**src/rtl/ros_freq_counter.sv**
```systemverilog
`default_nettype none
// ============================================================================
//  Module   : ros_freq_counter
//  Purpose  : counts synchronized ring-oscillator rising edges over a gate
//             window of gate_len clk cycles and reports a saturating result.
//  Revision : 1.0
// ============================================================================
module ros_freq_counter #(
  parameter int CNT_WIDTH   = 16,
  parameter int GATE_WIDTH  = 16,
  parameter int SYNC_STAGES = 2
) (
  input  logic                  clk,
  input  logic                  reset,
  input  logic                  ros_in,
  input  logic                  start,
  input  logic [GATE_WIDTH-1:0] gate_len,
  output logic                  busy,
  output logic                  done,
  output logic [CNT_WIDTH-1:0]  count,
  output logic                  overflow
);

  typedef enum logic [1:0] {
    ST_IDLE    = 2'd0,
    ST_MEASURE = 2'd1,
    ST_DONE    = 2'd2
  } state_t;

  localparam logic [CNT_WIDTH-1:0]  C_CNT_MAX  = '1;
  localparam logic [CNT_WIDTH-1:0]  C_CNT_ONE  = CNT_WIDTH'(1);
  localparam logic [GATE_WIDTH-1:0] C_GATE_ONE = GATE_WIDTH'(1);

  logic [SYNC_STAGES-1:0] sync_q, sync_d;
  logic                   prev_q, prev_d;
  state_t                 state_q, state_d;
  logic [GATE_WIDTH-1:0]  gcnt_q, gcnt_d;
  logic [CNT_WIDTH-1:0]   ecnt_q, ecnt_d;
  logic                   ovf_q, ovf_d;
  logic [CNT_WIDTH-1:0]   count_q, count_d;
  logic                   overflow_q, overflow_d;
  logic                   busy_q, busy_d;
  logic                   done_q, done_d;

  logic                   ros_s;
  logic                   edge_det;
  logic [CNT_WIDTH-1:0]   ecnt_inc;
  logic                   ovf_inc;

  assign ros_s    = sync_q[SYNC_STAGES-1];
  assign edge_det = ros_s & ~prev_q;

  always_comb begin
    sync_d = {sync_q[SYNC_STAGES-2:0], ros_in};
    prev_d = ros_s;

    // Saturating edge count: once at all-ones the counter holds and flags overflow.
    ecnt_inc = ecnt_q;
    ovf_inc  = ovf_q;
    if (edge_det) begin
      if (ecnt_q == C_CNT_MAX) begin
        ovf_inc = 1'b1;
      end else begin
        ecnt_inc = ecnt_q + C_CNT_ONE;
      end
    end

    state_d    = state_q;
    gcnt_d     = gcnt_q;
    ecnt_d     = ecnt_q;
    ovf_d      = ovf_q;
    count_d    = count_q;
    overflow_d = overflow_q;
    busy_d     = busy_q;
    done_d     = 1'b0;

    case (state_q)
      ST_IDLE: begin
        if (start) begin
          gcnt_d = gate_len;
          ecnt_d = '0;
          ovf_d  = 1'b0;
          busy_d = 1'b1;
          if (gate_len == '0) begin
            state_d    = ST_DONE;
            done_d     = 1'b1;
            count_d    = '0;
            overflow_d = 1'b0;
          end else begin
            state_d = ST_MEASURE;
          end
        end
      end
      ST_MEASURE: begin
        ecnt_d = ecnt_inc;
        ovf_d  = ovf_inc;
        gcnt_d = gcnt_q - C_GATE_ONE;
        // Last window cycle: publish the count including this cycle's edge.
        if (gcnt_q == C_GATE_ONE) begin
          state_d    = ST_DONE;
          done_d     = 1'b1;
          count_d    = ecnt_inc;
          overflow_d = ovf_inc;
        end
      end
      ST_DONE: begin
        state_d = ST_IDLE;
        busy_d  = 1'b0;
      end
      default: begin
        state_d = ST_IDLE;
        busy_d  = 1'b0;
      end
    endcase
  end

  always_ff @(posedge clk) begin
    if (reset) begin
      sync_q     <= '0;
      prev_q     <= 1'b0;
      state_q    <= ST_IDLE;
      gcnt_q     <= '0;
      ecnt_q     <= '0;
      ovf_q      <= 1'b0;
      count_q    <= '0;
      overflow_q <= 1'b0;
      busy_q     <= 1'b0;
      done_q     <= 1'b0;
    end else begin
      sync_q     <= sync_d;
      prev_q     <= prev_d;
      state_q    <= state_d;
      gcnt_q     <= gcnt_d;
      ecnt_q     <= ecnt_d;
      ovf_q      <= ovf_d;
      count_q    <= count_d;
      overflow_q <= overflow_d;
      busy_q     <= busy_d;
      done_q     <= done_d;
    end
  end

  assign busy     = busy_q;
  assign done     = done_q;
  assign count    = count_q;
  assign overflow = overflow_q;

endmodule
`default_nettype wire

```
**config.mk**
```make
export PLATFORM = sky130hd
export DESIGN_NAME = ros_freq_counter
export DESIGN_NICKNAME = d
export VERILOG_FILES = /design/src/rtl/ros_freq_counter.sv
export SDC_FILE = /design/constraint.sdc
export NUM_CORES = 1
export LEC_CHECK = 0
export ABC_AREA = 1
export CORE_MARGIN = 2
export CORE_UTILIZATION = 55
export CTS_CLUSTER_SIZE = 10
export DETAILED_ROUTE_END_ITERATION = 12
export HOLD_SLACK_MARGIN = 0.03
export PLACE_DENSITY = 0.77
export SYNTH_ARGS = -nofsm -noshare
export SYNTH_HDL_FRONTEND = slang
export SYNTH_SLANG_ARGS = --single-unit
```
**constraint.sdc**
```tcl
create_clock -name clk -period 2.3 [get_ports clk]
set_input_delay 0.575 -clock clk [delete_from_list [all_inputs] [get_ports clk]]
set_output_delay 0.575 -clock clk [all_outputs]
set_load 0.02 [all_outputs]
```
==> out/metrics.cfg <==
[timing]
tightest_slew_ns=0.494
fin_crit_sh_pct=83.7
max-slew-margin-rel_pct=66.9
worst_clock_skew_ns=0.00741
setup_viol=0
slew_viol_final=0
tns_ns=0
timing.final.ws_setup_ns=0.375
hold_viol_final=0
period_needed_ns=1.93
clock.fmax_mhz=519
grt_setup_unrepaired=false

[layout]
post-route-util_pct=68.7
fin_area_um2=3850
drive_above_1_share_pct=9.83
nets=548
diodes=0
syn2layout_area_growth_pct=18.5
fill_cells=535

[power]
p_int_mw=1.65
p_sw_share_pct=30.1
pwr-share-clk_pct=36.8
p_comb_share_pct=17.9
powerDensity_nw_per_um2=613
power_switching_mw=0.710
ir_drop_mv=0.339
p_leak_nw=1.61
seqPwrFrac_pct=45.3

[clock_network]
numCtsBuffers=9
post_cts_resized=0
ctsLongestPathBuffers=2
clock_latency_ns=0.35
cts_max_level=3
cts_tree=built
root_buffer=clkbuf_8
clock_sinks=57
clkTransAtPathRegs_ns=0.07
post-cts-setup-buffers=0
cts-hold-fix-buffers=0

[worst_setup_path]
worstPathMaxFanout=12
r2r_slack_ns=0.41
start_kind=input port
r2r_cells=8
cp_data_arrival_time_ns=2.21
critical_path_class=in2reg
crit_path_end_kind=flop
r2r_start=ecnt_q[0]
critPathLaunch=gate_len[1]
reg2reg_to=overflow
crit_end=count[12]
critPathRequiredTime_ns=2.59

[routing]
dr.pass1.iters=5
post-route-drc-count=0
viasPerCell=5.48
drtIter0Drc=284
vias=3295
wire_per_inst_um=13.7
ant_nets=0
wl_mm=8.22

[place]
gp_congestion=0.921
hpwlAfterDp_mm=5.87
place_area_um2=3670
portBuffers=38
pre_cts_ws_ns=0.0415

[global_route]
grt_max_degree=23
grt_pass1_vias=2992
antenna_found_initial=0
grt_usage_pct=27.5
grt_pass1_wl_mm=13.8
grt.overflow.total=0

[synthesis]
synth-edff-count=0
synth_area_um2=3250
synthTopCellsByCount=nand2_1, dfxtp_1, inv_1
synthCells=485
synth_nets=508
yosysWarnings=0
yosys.area.top_type=dfxtp_1
async_flop_share_pct=0
synth.avg_cell_area_um2=6.70
ys_ff_latch=57
yosys_most_used_dff=dfxtp_1
seq_area_frac_synth_pct=35.1
yosysTopAreaCellShare_pct=35.1
synth.distinct_cells=33
yosys-top-cells-area=dfxtp_1, nand2_1, a21oi_1, nand3_1, inv_1
synth_most_common_cell=nand2_1

[min_path]
hold_class=reg2reg

[floorplanning]
start_util_pct=57.9
ios=39
die_width_um=80.9
core_um2=5610
dieArea_um2=6540
die_h_um=80.9
rows=27

[outcome]
status=completed

[flow_run]
maxCapViolations=0

==> state kept, by name, summed over array words and instances (netlist names) <==
register / count
sync_q: 2
ecnt_q: 16
prev_q: 1
busy: 1
gcnt_q: 16
count: 16
state_q: 2
overflow: 1
ovf_q: 1
done: 1
==> power groups by stage <==
stage          Clock, mW  Sequential, mW  Combinational, mW
2_1_floorplan          0            1.08              0.294
3_3_place_gp           0            1.09              0.403
3_5_place_dp           0            1.09              0.409
4_1_cts            0.878            1.07              0.415
5_1_grt            0.921            1.08              0.469
6_report           0.869            1.07              0.422
==> per-stage QoR <==
step / hold slack [ns] / instances / power (mW)
after CTS: 0.415 / 601 / 2.36
after global placement: 0.400 / 586 / 1.49
after detailed placement: 0.404 / 586 / 1.50
after global routing: 0.439 / 601 / 2.47
final: 0.412 / 601 / 2.36
after floorplan: 0.388 / 485 / 1.38
==> cell usage in the layout (no fill, tap or decap) <==
cell type,Yosys,routed
nor2_1,51,51
a211oi_1,2,2
o21ai_0,18,18
o31ai_1,2,2
nor3_1,4,4
clkdlybuf4s50_1,0,37
nand4_4,1,1
xnor2_1,1,1
clkinv_1,2,2
nand3b_2,1,1
nand2_1,119,119
nand4_1,6,6
a31oi_1,2,2
buf_2,1,1
nand3_2,4,4
nand3_1,50,50
o21bai_1,16,16
nor3b_2,1,1
nor2_2,4,4
nor2_4,5,5
or2_2,1,1
buf_12,0,1
clkinv_2,0,3
ha_1,3,3
o211ai_1,1,1
buf_4,7,8
a21oi_1,50,50
inv_1,52,52
o22ai_1,3,3
a21oi_2,4,4
nand4_2,1,1
nand2_2,5,5
clkbuf_8,0,12
o21a_1,1,1
dfxtp_1,57,57
==> worst min path at each step <==
stage	cells past startpoint	from	end
2_1_floorplan	2	sync_q[0]	sync_q[1]
3_3_place_gp	2	sync_q[0]	sync_q[1]
3_5_place_dp	2	sync_q[0]	sync_q[1]
4_1_cts	2	sync_q[0]	sync_q[1]
5_1_grt	2	sync_q[0]	sync_q[1]
6_report	2	sync_q[0]	sync_q[1]
==> per-layer routing <==
metal	vias to the layer above	global-route usage [%]	wire, um
li1	1669	-	-
met1	1496	37.0	3860
met2	116	42.6	3700
met3	14	5.11	485
met4	0	13.2	180
met5	-	0	0
==> cell families (layout without fill, tap and decap cells) <==
group | Yosys count | count (layout) | synth area share, %
and+or+nand+nor | 253 | 253 | 35.8
buffers and inverters | 72 | 116 | 10.1
xor gates and xnor gates | 1 | 1 | 0.270
AOI/OAI and AO/OA | 99 | 99 | 17.6
DFF | 57 | 57 | 35.1
adders and majority gates | 3 | 3 | 1.16
==> critical path, stage by stage <==
cell and delay, ns:
clkdlybuf4s50_1 0.45, nor2_1 0.19, nand3_1 0.10, nor2_1 0.17, nand3_1 0.15, nand2_2 0.14, buf_4 0.21, o21ai_0 0.10
nor2_1 0.12
==> layout make-up <==
| class | instances | area (um^2) | area share (%) |
|---|---|---|---|
| clock buffer | 12 | 165 | 4.29 |
| clock inverter | 3 | 15.0 | 0.390 |
| inverter | 54 | 203 | 5.26 |
| multi-input combinational | 356 | 1780 | 46.2 |
| sequential | 57 | 1140 | 29.6 |
| tap | 72 | 90.1 | 2.34 |
| timing repair buffer | 47 | 455 | 11.8 |
No activity file was read; power rests on OpenSTA's default activity.
==> RTL edit (config.mk and constraints unchanged) <==
Add an input register stage for `ros_in`, `start` and `gate_len`, cleared by the reset; this delays them by one clock. Comments in the files are not updated.
--- a/src/rtl/ros_freq_counter.sv
+++ b/src/rtl/ros_freq_counter.sv
@@ -31,6 +31,22 @@
   localparam logic [CNT_WIDTH-1:0]  C_CNT_ONE  = CNT_WIDTH'(1);
   localparam logic [GATE_WIDTH-1:0] C_GATE_ONE = GATE_WIDTH'(1);
 
+  logic ros_q;
+  logic start_q;
+  logic [GATE_WIDTH-1:0] gate_len_q;
+
+  always_ff @(posedge clk) begin
+    if (reset) begin
+      ros_q      <= '0;
+      start_q    <= '0;
+      gate_len_q <= '0;
+    end else begin
+      ros_q      <= ros_in;
+      start_q    <= start;
+      gate_len_q <= gate_len;
+    end
+  end
+
   logic [SYNC_STAGES-1:0] sync_q, sync_d;
   logic                   prev_q, prev_d;
   state_t                 state_q, state_d;
@@ -51,7 +67,7 @@
   assign edge_det = ros_s & ~prev_q;
 
   always_comb begin
-    sync_d = {sync_q[SYNC_STAGES-2:0], ros_in};
+    sync_d = {sync_q[SYNC_STAGES-2:0], ros_q};
     prev_d = ros_s;
 
     // Saturating edge count: once at all-ones the counter holds and flags overflow.
@@ -76,12 +92,12 @@
 
     case (state_q)
       ST_IDLE: begin
-        if (start) begin
-          gcnt_d = gate_len;
+        if (start_q) begin
+          gcnt_d = gate_len_q;
           ecnt_d = '0;
           ovf_d  = 1'b0;
           busy_d = 1'b1;
-          if (gate_len == '0) begin
+          if (gate_len_q == '0) begin
             state_d    = ST_DONE;
             done_d     = 1'b1;
             count_d    = '0;
Check against the original RTL: not equivalent (Yosys sat finds a counterexample within 4 cycles, from zero or initial values and one cycle with reset high).
==> RTL edit against the original RTL <==
- total power rose by 22%
- area after synthesis grew 9.9%
- largest power group unchanged
- cell area is 8.8% higher
- highest routed layer unchanged
- setup slack better by 0.021 ns
- synthesized cell count up 7.6%
- clock power up 20%
- combinational power up 5.7%
- sequential cell count rose by 18
- wire length down 4.0%
==> RTL edit: results (changes against the original RTL) <==
| Metric | Value |
|---|---|
| Max VDD drop | `0.000477 V (was 0.000339 V)` |
| Dpl ws | `0.445 ns (was 0.0415 ns)` |
| Crit path max fanout | `2 (was 12)` |
| Distinct cell type count of the synthesized netlist | `34 (was 33)` |
| CP top delay family | `buffers and inverters (was simple AND/OR/NAND/NOR gates)` |
| Clock share of power | `36.0% (was 36.8%)` |
| Met2 GRT Util | `35.9% (was 42.6%)` |
| NetSw | `0.827 mW (was 0.710 mW)` |
| Initial drt markers | `298 (was 284)` |
| Met3 routed WL | `632 um (was 485 um)` |
| Mux share of post-synthesis cell area | `0% (unchanged)` |
| Status | `complete, no violations (unchanged)` |
| Post-Syn Nets | `545 (was 508)` |
| Layout cells sized above 1 | `7.12% (was 9.83%)` |
| Sequential power share | `48.5% (was 45.3%)` |
| Register area share after synthesis | `42.0% (was 35.1%)` |
| Hold Path Origin | `ros_q (was sync_q[0])` |
| Crit path from | `overflow (was gate_len[1])` |
| Adder-Cell Fraction of Synth Area | `1.05% (was 1.16%)` |
| Rel. slew slack | `58.9% (was 66.9%)` |
| Drt wl/cell | `12.3 um (was 13.7 um)` |
| Number of CTS-inserted buffers | `9 (unchanged)` |
| WL final | `7890 um (was 8220 um)` |
| Reg-to-Reg Start | `state_q[1] (was ecnt_q[0])` |
| Reg-to-reg endpoint | `count[15] (was overflow)` |
| Commonest cells in the netlist | `nand2_1 (113), dfxtp_1 (75), nor2_1 (71) (was nand2_1 (119), dfxtp_1 (57), inv_1 (52))` |
| Xor/xnor cell area share of the yosys netlist | `1.96% (was 0.270%)` |
| Placed insts | `623 (was 586)` |
| Clock Tree Buf Depth | `2 (unchanged)` |
| Detailed Routing Iterations Pass 1 | `5 (unchanged)` |
| Cells after Synth | `522 (was 485)` |
| Met1 Use GR | `34.6% (was 37.0%)` |
| Grt met3 use | `5.51% (was 5.11%)` |
| Worst path max stage delay | `0.62 ns (was 0.45 ns)` |
| Final HPWL DP | `5370 um (was 5870 um)` |
| Wire length on met1 | `3840 um (was 3860 um)` |
| Met2 WL post-DR | `3340 um (was 3700 um)` |
| Largest net degree at the start of global routing | `60 (was 23)` |
| GP Congestion | `0.927 (was 0.921)` |
| Min cycle time layout | `1.90 ns (was 1.93 ns)` |
| Post-Place Cell Area | `3990 sq um (was 3670 sq um)` |
| Synth Warn # | `0 (unchanged)` |
| Worst Path Arrival | `1.33 ns (was 2.21 ns)` |
| Total GRT Usage | `24.1% (was 27.5%)` |
| Clock Skews | `0.00839 ns (was 0.00741 ns)` |
| Nets | `580 (was 548)` |
| Power Dens Cells | `687 nW/um^2 (was 613 nW/um^2)` |
| Compound-Gate Fraction of Synth Area | `13.7% (was 17.6%)` |
| Capture point of the worst path | `overflow (was count[12])` |
| Leak pwr | `1.77 nW (was 1.61 nW)` |
| First-pass GRT wire length | `14,100 um (was 13,800 um)` |
-- RTL edit: worst min-delay path by stage --
stage	cells after the start	to	slack [ns]
floorplan	2	sync_q[0]	0.39
global placement	2	sync_q[0]	0.39
detailed placement	2	sync_q[0]	0.40
CTS	2	sync_q[0]	0.41
global route	2	sync_q[0]	0.44
finish	2	sync_q[0]	0.41
-- RTL edit: area by class of cell --
class                   count  area [sq um]
multi-input cells         358          1720
clock inverters             6          63.8
clock buffers              10           138
flip-flops and latches     75          1500
inverters                  71           267
well taps                  77          96.3
fillers                   552          2130
repair buffers             42           405
-- RTL edit: worst min-delay path: stages, from the launching register on --
cell and delay (ns):
dfxtp_1 0.30, inv_1 0.04, nor2_1 0.03
-- RTL edit: logic make-up (layout without fill, tap and decap cells) --
group,count (synthesis),in the layout
AOI/OAI and AO/OA,91,91
xor gates and xnor gates,8,8
adders and majority gates,3,3
buffers and inverters,89,129
DFF,75,75
and+or+nand+nor,256,256
